## config.mk

```make
export PLATFORM = sky130hd
export DESIGN_NAME = pmd901_speed_sched
export DESIGN_NICKNAME = d
export VERILOG_FILES = /design/src/rtl/pmd901_speed_sched.sv
export SDC_FILE = /design/constraint.sdc
export NUM_CORES = 1
export LEC_CHECK = 0
export BUFFER_PORTS_ARGS = -buffer_cell sky130_fd_sc_hd__buf_2
export CAP_MARGIN = 15
export CELL_PAD_IN_SITES_DETAIL_PLACEMENT = 2
export CELL_PAD_IN_SITES_GLOBAL_PLACEMENT = 2
export CORE_MARGIN = 3
export CORE_UTILIZATION = 34
export CTS_CLUSTER_DIAMETER = 30
export DETAILED_ROUTE_END_ITERATION = 10
export GPL_ROUTABILITY_DRIVEN = 0
export HOLD_SLACK_MARGIN = 0.1
export MAX_ROUTING_LAYER = met4
export PLACE_DENSITY = 0.9
export SETUP_SLACK_MARGIN = 0.05
export SYNTH_ARGS = -nofsm -noshare
export SYNTH_HDL_FRONTEND = slang
export SYNTH_SLANG_ARGS = --single-unit
```

## constraint.sdc

```tcl
create_clock -name clk -period 6.3 [get_ports clk]
set_input_delay 0.315 -clock clk [delete_from_list [all_inputs] [get_ports clk]]
set_output_delay 0.315 -clock clk [all_outputs]
set_load 0.02 [all_outputs]
```

## src/rtl/pmd901_speed_sched.sv

```systemverilog
// Speed-command scheduler for the PMD901 SPI speed register: host/safety arbitration,
// bounded-step ramping paced to UPDATE_PERIOD. Optional watchdog: PMD901_SPEED_WDT_EN.
module pmd901_speed_sched #(
  parameter logic [11:0] UPDATE_PERIOD = 12'd2001,
  parameter logic [15:0] RAMP_STEP     = 16'd64,
  parameter logic [23:0] WDT_CYCLES    = 24'd10_000_000
) (
  input  logic        clk,
  input  logic        rstn,
  input  logic        host_valid,
  output logic        host_ready,
  input  logic [15:0] host_speed,
  input  logic        safe_valid,
  output logic        safe_ready,
  input  logic [15:0] safe_speed,
  input  logic        safe_release,
  output logic [15:0] wdata,
  output logic        we,
  output logic [15:0] cur_speed,
  output logic        busy,
  output logic        safe_lock,
  output logic        wdt_trip
);

  typedef enum logic {SETTLED, RAMPING} state_t;

  if (UPDATE_PERIOD < 12'd2 || RAMP_STEP == 16'd0 || WDT_CYCLES == 24'd0) begin : g_cfg_check
    $error("pmd901_speed_sched: invalid parameter set");
  end

  state_t             state, state_next;
  logic        [11:0] tick_cnt;
  logic signed [15:0] target, target_next;
  logic signed [15:0] cur_q, cur_next;
  logic               lock_next;
  logic               tick;
  logic               host_acc;
  logic               wdt_force;
  logic               we_next;
  logic signed [16:0] diff, step_pos, step_neg, clamp, sum;

  assign tick       = (tick_cnt == UPDATE_PERIOD - 12'd1);
  assign host_ready = !safe_valid && !safe_lock;
  assign host_acc   = host_valid && host_ready;
  assign safe_ready = 1'b1;
  assign cur_speed  = cur_q;

`ifdef PMD901_SPEED_WDT_EN
  logic [23:0] wdt_cnt;
  logic        wdt_hit;

  assign wdt_hit   = (wdt_cnt == WDT_CYCLES - 24'd1);
  assign wdt_force = wdt_hit && !safe_lock;

  always_ff @(posedge clk or negedge rstn) begin
    if (!rstn) begin
      wdt_cnt  <= '0;
      wdt_trip <= 1'b0;
    end else if (host_acc) begin
      wdt_cnt  <= '0;
      wdt_trip <= 1'b0;
    end else if (wdt_hit) begin
      wdt_cnt  <= '0;
      wdt_trip <= 1'b1;
    end else begin
      wdt_cnt  <= wdt_cnt + 24'd1;
    end
  end
`else
  assign wdt_force = 1'b0;
  assign wdt_trip  = 1'b0;
`endif

  // 17-bit signed difference cannot overflow; clamping keeps the sum between cur and target
  always_comb begin
    diff     = {target[15], target} - {cur_q[15], cur_q};
    step_pos = {1'b0, RAMP_STEP};
    step_neg = -step_pos;
    if (diff > step_pos)      clamp = step_pos;
    else if (diff < step_neg) clamp = step_neg;
    else                      clamp = diff;
    sum = {cur_q[15], cur_q} + clamp;
  end

  always_comb begin
    target_next = target;
    if (wdt_force)  target_next = '0;
    if (host_acc)   target_next = host_speed;
    if (safe_valid) target_next = safe_speed;

    we_next  = tick && (diff != 17'sd0);
    cur_next = we_next ? sum[15:0] : cur_q;

    lock_next = safe_lock;
    if (safe_valid)        lock_next = 1'b1;
    else if (safe_release) lock_next = 1'b0;
  end

  // FSM looks at the post-edge target/speed so busy tracks target != cur_speed without lag
  always_comb begin
    state_next = state;
    busy       = 1'b0;
    case (state)
      SETTLED: begin
        if (target_next != cur_next) state_next = RAMPING;
      end
      RAMPING: begin
        busy = 1'b1;
        if (target_next == cur_next) state_next = SETTLED;
      end
      default: state_next = SETTLED;
    endcase
  end

  always_ff @(posedge clk or negedge rstn) begin
    if (!rstn) begin
      state     <= SETTLED;
      tick_cnt  <= '0;
      target    <= '0;
      cur_q     <= '0;
      wdata     <= '0;
      we        <= 1'b0;
      safe_lock <= 1'b0;
    end else begin
      state     <= state_next;
      tick_cnt  <= tick ? '0 : tick_cnt + 12'd1;
      target    <= target_next;
      cur_q     <= cur_next;
      we        <= we_next;
      safe_lock <= lock_next;
      if (we_next) wdata <= sum[15:0];
    end
  end

endmodule

```

=== Word-level counts from Yosys, hierarchy flattened ===
Index checks and enable logic that the tools add are counted.

* Bitwise logic cells: 1
* Multiplexer cells: 12
* Reductions and logical operators: 7
* Add/sub/neg operators: 3
* $lt $le $gt $ge: 2
* Equal/unequal tests: 3

{| class="wikitable"
|+ Operators by type and width
! cell !! number
|-
| $mux 16 || 5
|-
| $gt 17x8->1 const B || 1
|-
| $lt 17x7->1 const B || 1
|-
| $reduce_bool 17->1 || 1
|-
| $sub 16x16->17 || 1
|-
| $add 16x16->16 || 1
|-
| $eq 16x16->1 || 1
|-
| $ne 16x16->1 || 1
|-
| $add 12x1->12 const B || 1
|-
| $eq 12x11->1 const B || 1
|-
| $mux 12 || 1
|-
| $mux 1 || 5
|-
| $logic_and 1x1->1 || 3
|-
| $logic_not 1->1 || 2
|-
| $pmux 1 s2 || 1
|-
| $reduce_bool 2->1 || 1
|-
| $not 1->1 || 1
|}

* Logic and storage cells: 35
* Register bits after elaboration: 63

=== Depth between registers and ports, before layout ===
* Depth after elaboration: 9
* Gate-level depth with buffers: 27
* Gate-level depth less buffers: 27

=== Worst setup path before layout ===
Ideal clock, no wire load.

* Path type: register to register
* Start point: register cur_q[0], in the netlist cur_speed[0]
* End point: register state
* Path slack: 810 ps
* Stages on the path, launching flop included: 25
* Period minus slack after synthesis: 5,490 ps
* Library setup time: 136 ps
* Arrival: 5,355 ps
* Cell sequence: dfrtp_1 ha_1 fa_1 nand2b_1 a21oi_1 o2111ai_1 o21bai_2 a31oi_2 nor3_1 nand4_1 mux2_2 nor2_1 ha_1 a21oi_1 a2bb2oi_1 a21oi_1 nand3_1 a21oi_1 a211oi_1 xnor2_1 nand3_1 and3_1 or4_1 nor4_1 nand4_1

* Longest elaborated chain between the ends: 9
* Elaborated cells on any way between the ends: 14
* Classes of those cells: 2 x add/sub; 2 x order compare; 2 x eq/ne; 6 x mux; 2 x reduce/logical

{| class="wikitable"
|+ RTL lines
! element !! RTL line !! text
|-
| start, declared || 34 || <nowiki>logic signed [15:0] cur_q, cur_next;</nowiki>
|-
| start signal, assigned || 128 || <nowiki>cur_q <= cur_next;</nowiki>
|-
| $sub 16x16->17 || 76 || <nowiki>diff = {target[15], target} - {cur_q[15], cur_q};</nowiki>
|-
| $lt 17x7->1 || 80 || <nowiki>else if (diff < step_neg) clamp = step_neg;</nowiki>
|-
| $mux 16 || 80 ||
|-
| $mux 16 || 79 || <nowiki>if (diff > step_pos) clamp = step_pos;</nowiki>
|-
| $add 16x16->16 || 82 || <nowiki>sum = {cur_q[15], cur_q} + clamp;</nowiki>
|-
| $mux 16 (*) || 92 || <nowiki>cur_next = we_next ? sum[15:0] : cur_q;</nowiki>
|-
| $eq 16x16->1 / $ne 16x16->1 (equally long branches) || 109, 105 ||
|-
| $mux 1, on equally long branches || 109, 105 ||
|-
| $pmux 1 s2 (*) || 103 || <nowiki>case (state)</nowiki>
|-
| via state_next || 31 || <nowiki>state_t state, state_next;</nowiki>
|-
| end signal, assigned || 125 || <nowiki>state <= state_next;</nowiki>
|-
| end, declared || 31 ||
|}

Mark *: on every way through the listed nets, which the timed path passes. The rest lies on a longest branch.
A chain may end at the register's enable or synchronous reset.

=== Worst setup path in the final report ===
* Start point: register cur_q[3], in the netlist cur_speed[3]
* End point: register state

The elaborated chain is that of the path after synthesis.

==> summary.md <==
| Metric | Value |
|---|---|
| Yosys Warn Count | 0 |
| Maximum number of pins on one net before global-route repair | 64 |
| Highest-utilization routing layer at the global route stage | met2 |
| Cell row count | 41 |
| Ant. Diodes | 0 |
| Wirelength per Cell | 26.7 um |
| Global-route met3 utilization | 4.16% |
| Share of synthesized area spent on multiplexers | 1.21% |
| Highest-delay cell along the critical path | sky130_fd_sc_hd__or4_1 |
| Cts bufs inserted | 9 |
| Netlist area before placement | 4440 um2 |
| Max-capacitance violation count | 0 |
| Headroom to the max-slew limit | 42.7% |
| Critical Path End Type | register |
| Drt first-iter violations | 339 |
| Kind of critical path | register to register |
| Maximum level of the CTS H-tree | 3 |
| Post-synthesis xor/xnor area fraction | 8.09% |
| Met1 Usage GRT | 33.7% |
| Number of global-route vias before repair | 5179 |
| Share of synthesized cell area in and, or, nand and nor gates | 22.7% |
| EDFF count, synth | 0 |
| Worst hold slack after final layout | 0.164 ns |
| Pin slew with the least headroom to its limit | 0.859 ns |
| Die area | 14500 um2 |
| Number of port buffers | 72 |
| Setup WS post-layout | -0.0344 ns |
| Compound-gate portion of the synthesized area | 17.8% |
| Filler cell count in the final layout | 1387 |
| Number of buffers on the longest clock path | 2 |
| Buf/Inv on CP | 1 |
| Number of distinct library cells after synthesis | 52 |
| Yosys reg bits | 63 |
| Detailed-route vias per instance | 6.01 |
| Kind of cell adding the most delay to the critical path | simple AND/OR/NAND/NOR gates |
| Proportion of layout cells with a drive suffix above 1 | 23.5% |
| Run status | complete, but fails checks |
| Post-DP HPWL | 13600 um |
| All-Layer GR Usage | 28.3% |
| Post-synthesis average cell area | 8.31 um2 |
| Chip Height | 120 um |
| Power per cell area | 227 nW/um2 |
| Element type at the critical path start | register |
| Total clock sinks | 63 |
| Async set-or-reset flop fraction in the synthesized netlist | 100% |
| Count of mapped cells out of synthesis | 534 |
| Adder-cell area share of the yosys netlist | 10.2% |
| Setup Viol. Count Final | 1 |
| Number of nets in the layout | 690 |
| Total vias in the final route | 4768 |
| CTS tree | built |
| CP Data Arrival Time | 6.52 ns |
| Initial antenna violation count | 0 |
| Clk Tree Root Cell | sky130_fd_sc_hd__clkbuf_16 |
| Violated checks | negative setup slack |
| Drt pass-1 iters | 5 |
| Highest Clock Rate | 158 MHz |
| Main flop type after synthesis | sky130_fd_sc_hd__dfrtp_1 |
| Hold Vio Cnt, Final | 0 |
| Worst-case clock skew | 0.00824 ns |
| Overflow left after global routing | 0 |
| Detailed-route wire length | 21200 um |
| Clock period minus final worst setup slack | 6.33 ns |
| Maximum vdd drop | 0.000147 V |
| Clock transition at the register clock pins on the worst setup and hold paths after CTS | 0.06 ns |
| Met2 layer usage reported by global route | 48.6% |
| Largest stage delay on the critical path | 0.51 ns |
| Proportion of synthesized chip area in sequential cells | 35.5% |
| Fin. max-slew vios | 0 |
| Required time of the critical path | 6.49 ns |
| Library cell appearing most often on the critical path | sky130_fd_sc_hd__nand3_1 |
| Starting density of the core | 35.0% |
| Die width | 120 um |
| Worst-skew pair later-pin latency | 0.34 ns |
| I/O pin count | 75 |
| Largest family of logic cells by synthesized area | simple AND/OR/NAND/NOR gates |
| Net count of the mapped netlist | 606 |
| Number of buffers added to fix hold violations after cts | 0 |
| Period utilization | 101% |
| Area overhead of the layout relative to synthesis | 25.1% |
| Final antenna-violating net count | 0 |
| Worst-path maximum fanout | 7 |
| Core outline area | 12700 um2 |
| Cell leakage power | 2.76 nW |
| First-pass GRT wire length | 30300 um |
| DRC viols | 0 |
| Hold WC Path Type | input pin to async pin |
| Post-Route Setup TNS | -0.0344 ns |
[final cells by class]
class,instances,area [um2],share of cell area (%)
Multi-Input combinational cell,424,2850,51.4
Sequential cell,63,1580,28.4
Timing Repair Buffer,89,488,8.79
Clock buffer,12,256,4.62
Tap cell,172,215,3.88
Inverter,31,116,2.10
Clock inverter,3,42.5,0.766
[routing by layer]
layer / wire length (um) / share of wire (%)
met3: 985 / 4.6
met2: 10700 / 50
met1: 8790 / 41
met4: 745 / 3.5
met5: 0 / 0
[synth_stat cells (all sizes together) (9+ instances only)]
| cell | number | share of area, % |
|---|---|---|
| a22oi | 15 | 2.5 |
| a21o | 9 | 1.5 |
| clkbuf | 11 | 0.93 |
| ha | 33 | 9.3 |
| a21oi | 38 | 4.3 |
| xor2 | 17 | 3.4 |
| and3 | 12 | 1.7 |
| dfrtp | 63 | 36 |
| a31oi | 9 | 1.4 |
| o21ai | 27 | 3.0 |
| inv | 31 | 2.6 |
| nand3 | 24 | 2.7 |
| xnor2 | 24 | 4.7 |
| nor2 | 40 | 3.4 |
| nand2 | 93 | 7.9 |
[worst reg2reg max path, stage by stage, from the launching register on]
cell                        delay [ns]
sky130_fd_sc_hd__dfrtp_1          0.46
sky130_fd_sc_hd__inv_1            0.09
sky130_fd_sc_hd__ha_1             0.38
sky130_fd_sc_hd__o211ai_1         0.36
sky130_fd_sc_hd__a21oi_4          0.08
sky130_fd_sc_hd__or2_2            0.35
sky130_fd_sc_hd__xor2_1           0.39
sky130_fd_sc_hd__nand3_1          0.17
sky130_fd_sc_hd__nor3_1           0.21
sky130_fd_sc_hd__nand3_1          0.11
sky130_fd_sc_hd__mux2_4           0.34
sky130_fd_sc_hd__nor2_1           0.17
sky130_fd_sc_hd__ha_2             0.24
sky130_fd_sc_hd__fa_2             0.25
sky130_fd_sc_hd__a21oi_4          0.09
sky130_fd_sc_hd__a2bb2oi_4        0.21
sky130_fd_sc_hd__a21oi_2          0.20
sky130_fd_sc_hd__nand3_1          0.14
sky130_fd_sc_hd__a21oi_2          0.21
sky130_fd_sc_hd__a211oi_2         0.12
sky130_fd_sc_hd__xnor2_1          0.24
sky130_fd_sc_hd__nand3_1          0.19
sky130_fd_sc_hd__and3_1           0.25
sky130_fd_sc_hd__or4_1            0.51
sky130_fd_sc_hd__nor4_2           0.27
sky130_fd_sc_hd__nand4_1          0.15
[worst paths after layout]
| path | from | endpoint | slack [ns] | depth (start not counted) |
|---|---|---|---|---|
| worst max-delay path | cur_speed[3] | state | -0.03 | 25 |
| worst min register to register | wdata[8] | wdata[8] | 0.50 | 2 |
| max in group asynchronous | rstn | cur_speed[4] | 5.50 | 2 |
| min in group clk | safe_release | safe_lock | 0.26 | 3 |
| worst min-delay path | rstn | target[15] | 0.16 | 2 |
| worst max register to register | cur_speed[3] | state | -0.03 | 25 |
[per-stage QoR]
stage / worst slack (ns) / util, % / power [mW] / instance area [um2] / cells
final: -0.0344 / 43.8 / 1.26 / 5550 / 794
after floorplan: 0.810 / - / 0.608 / 4440 / 534
after global routing: -0.275 / 43.8 / 1.31 / 5550 / 794
after CTS: 0.0965 / 42.4 / 1.23 / 5370 / 790
after detailed placement: -0.0991 / 39.7 / 0.703 / 5030 / 774
after global placement: 0.563 / 39.7 / 0.679 / 5030 / 774
[where the power goes]
group / switching [mW] / internal, mW / total (mW)
Sequential: 0.0120 / 0.416 / 0.428
Clock: 0.189 / 0.325 / 0.514
Combinational: 0.202 / 0.115 / 0.317
Total: 0.404 / 0.856 / 1.26
[kinds of logic (layout without fill, tap and decap cells)]
group	Yosys count	count (layout)
DFF	63	63
AOI/OAI and AO/OA	124	124
other	2	2
buffers and inverters	47	135
muxes	5	5
xor gates and xnor gates	41	41
adders and majority gates	35	35
and+or+nand+nor	217	217
[flip-flops by register name, summed over array words and instances, names as in the netlist]
name       flops
state          1
cur_speed     16
tick_cnt      12
wdata         16
target        16
safe_lock      1
we             1
[what timing repair did]
item	4_1_cts	5_1_grt
setup endpoints to repair	1	1
buffers inserted	1	4
gates resized for setup	6	30
pin swaps	1	9
[placed cells by master, fill, tap and decap left out, types with 3 or more instances in the layout]
master,instances
sky130_fd_sc_hd__nand2_1,93
sky130_fd_sc_hd__buf_2,72
sky130_fd_sc_hd__dfrtp_1,61
sky130_fd_sc_hd__nor2_1,39
sky130_fd_sc_hd__a21oi_1,31
sky130_fd_sc_hd__inv_1,30
sky130_fd_sc_hd__ha_1,30
sky130_fd_sc_hd__nand3_1,24
sky130_fd_sc_hd__o21ai_0,23
sky130_fd_sc_hd__xnor2_1,23
sky130_fd_sc_hd__buf_4,17
sky130_fd_sc_hd__xor2_1,15
sky130_fd_sc_hd__a22oi_1,15
sky130_fd_sc_hd__and3_1,12
sky130_fd_sc_hd__a21o_1,9
sky130_fd_sc_hd__clkbuf_16,9
sky130_fd_sc_hd__nand4_1,8
sky130_fd_sc_hd__a31oi_1,8
sky130_fd_sc_hd__o211ai_1,7
sky130_fd_sc_hd__nor3_1,7
sky130_fd_sc_hd__a21oi_2,5
sky130_fd_sc_hd__nor2b_1,5
sky130_fd_sc_hd__or2_2,4
sky130_fd_sc_hd__nand2b_1,4
sky130_fd_sc_hd__and2_1,4
sky130_fd_sc_hd__o21ai_1,4
sky130_fd_sc_hd__or4_1,4
sky130_fd_sc_hd__o21a_1,3
sky130_fd_sc_hd__ha_2,3
Note: power is estimated with default switching activity, not from simulation.
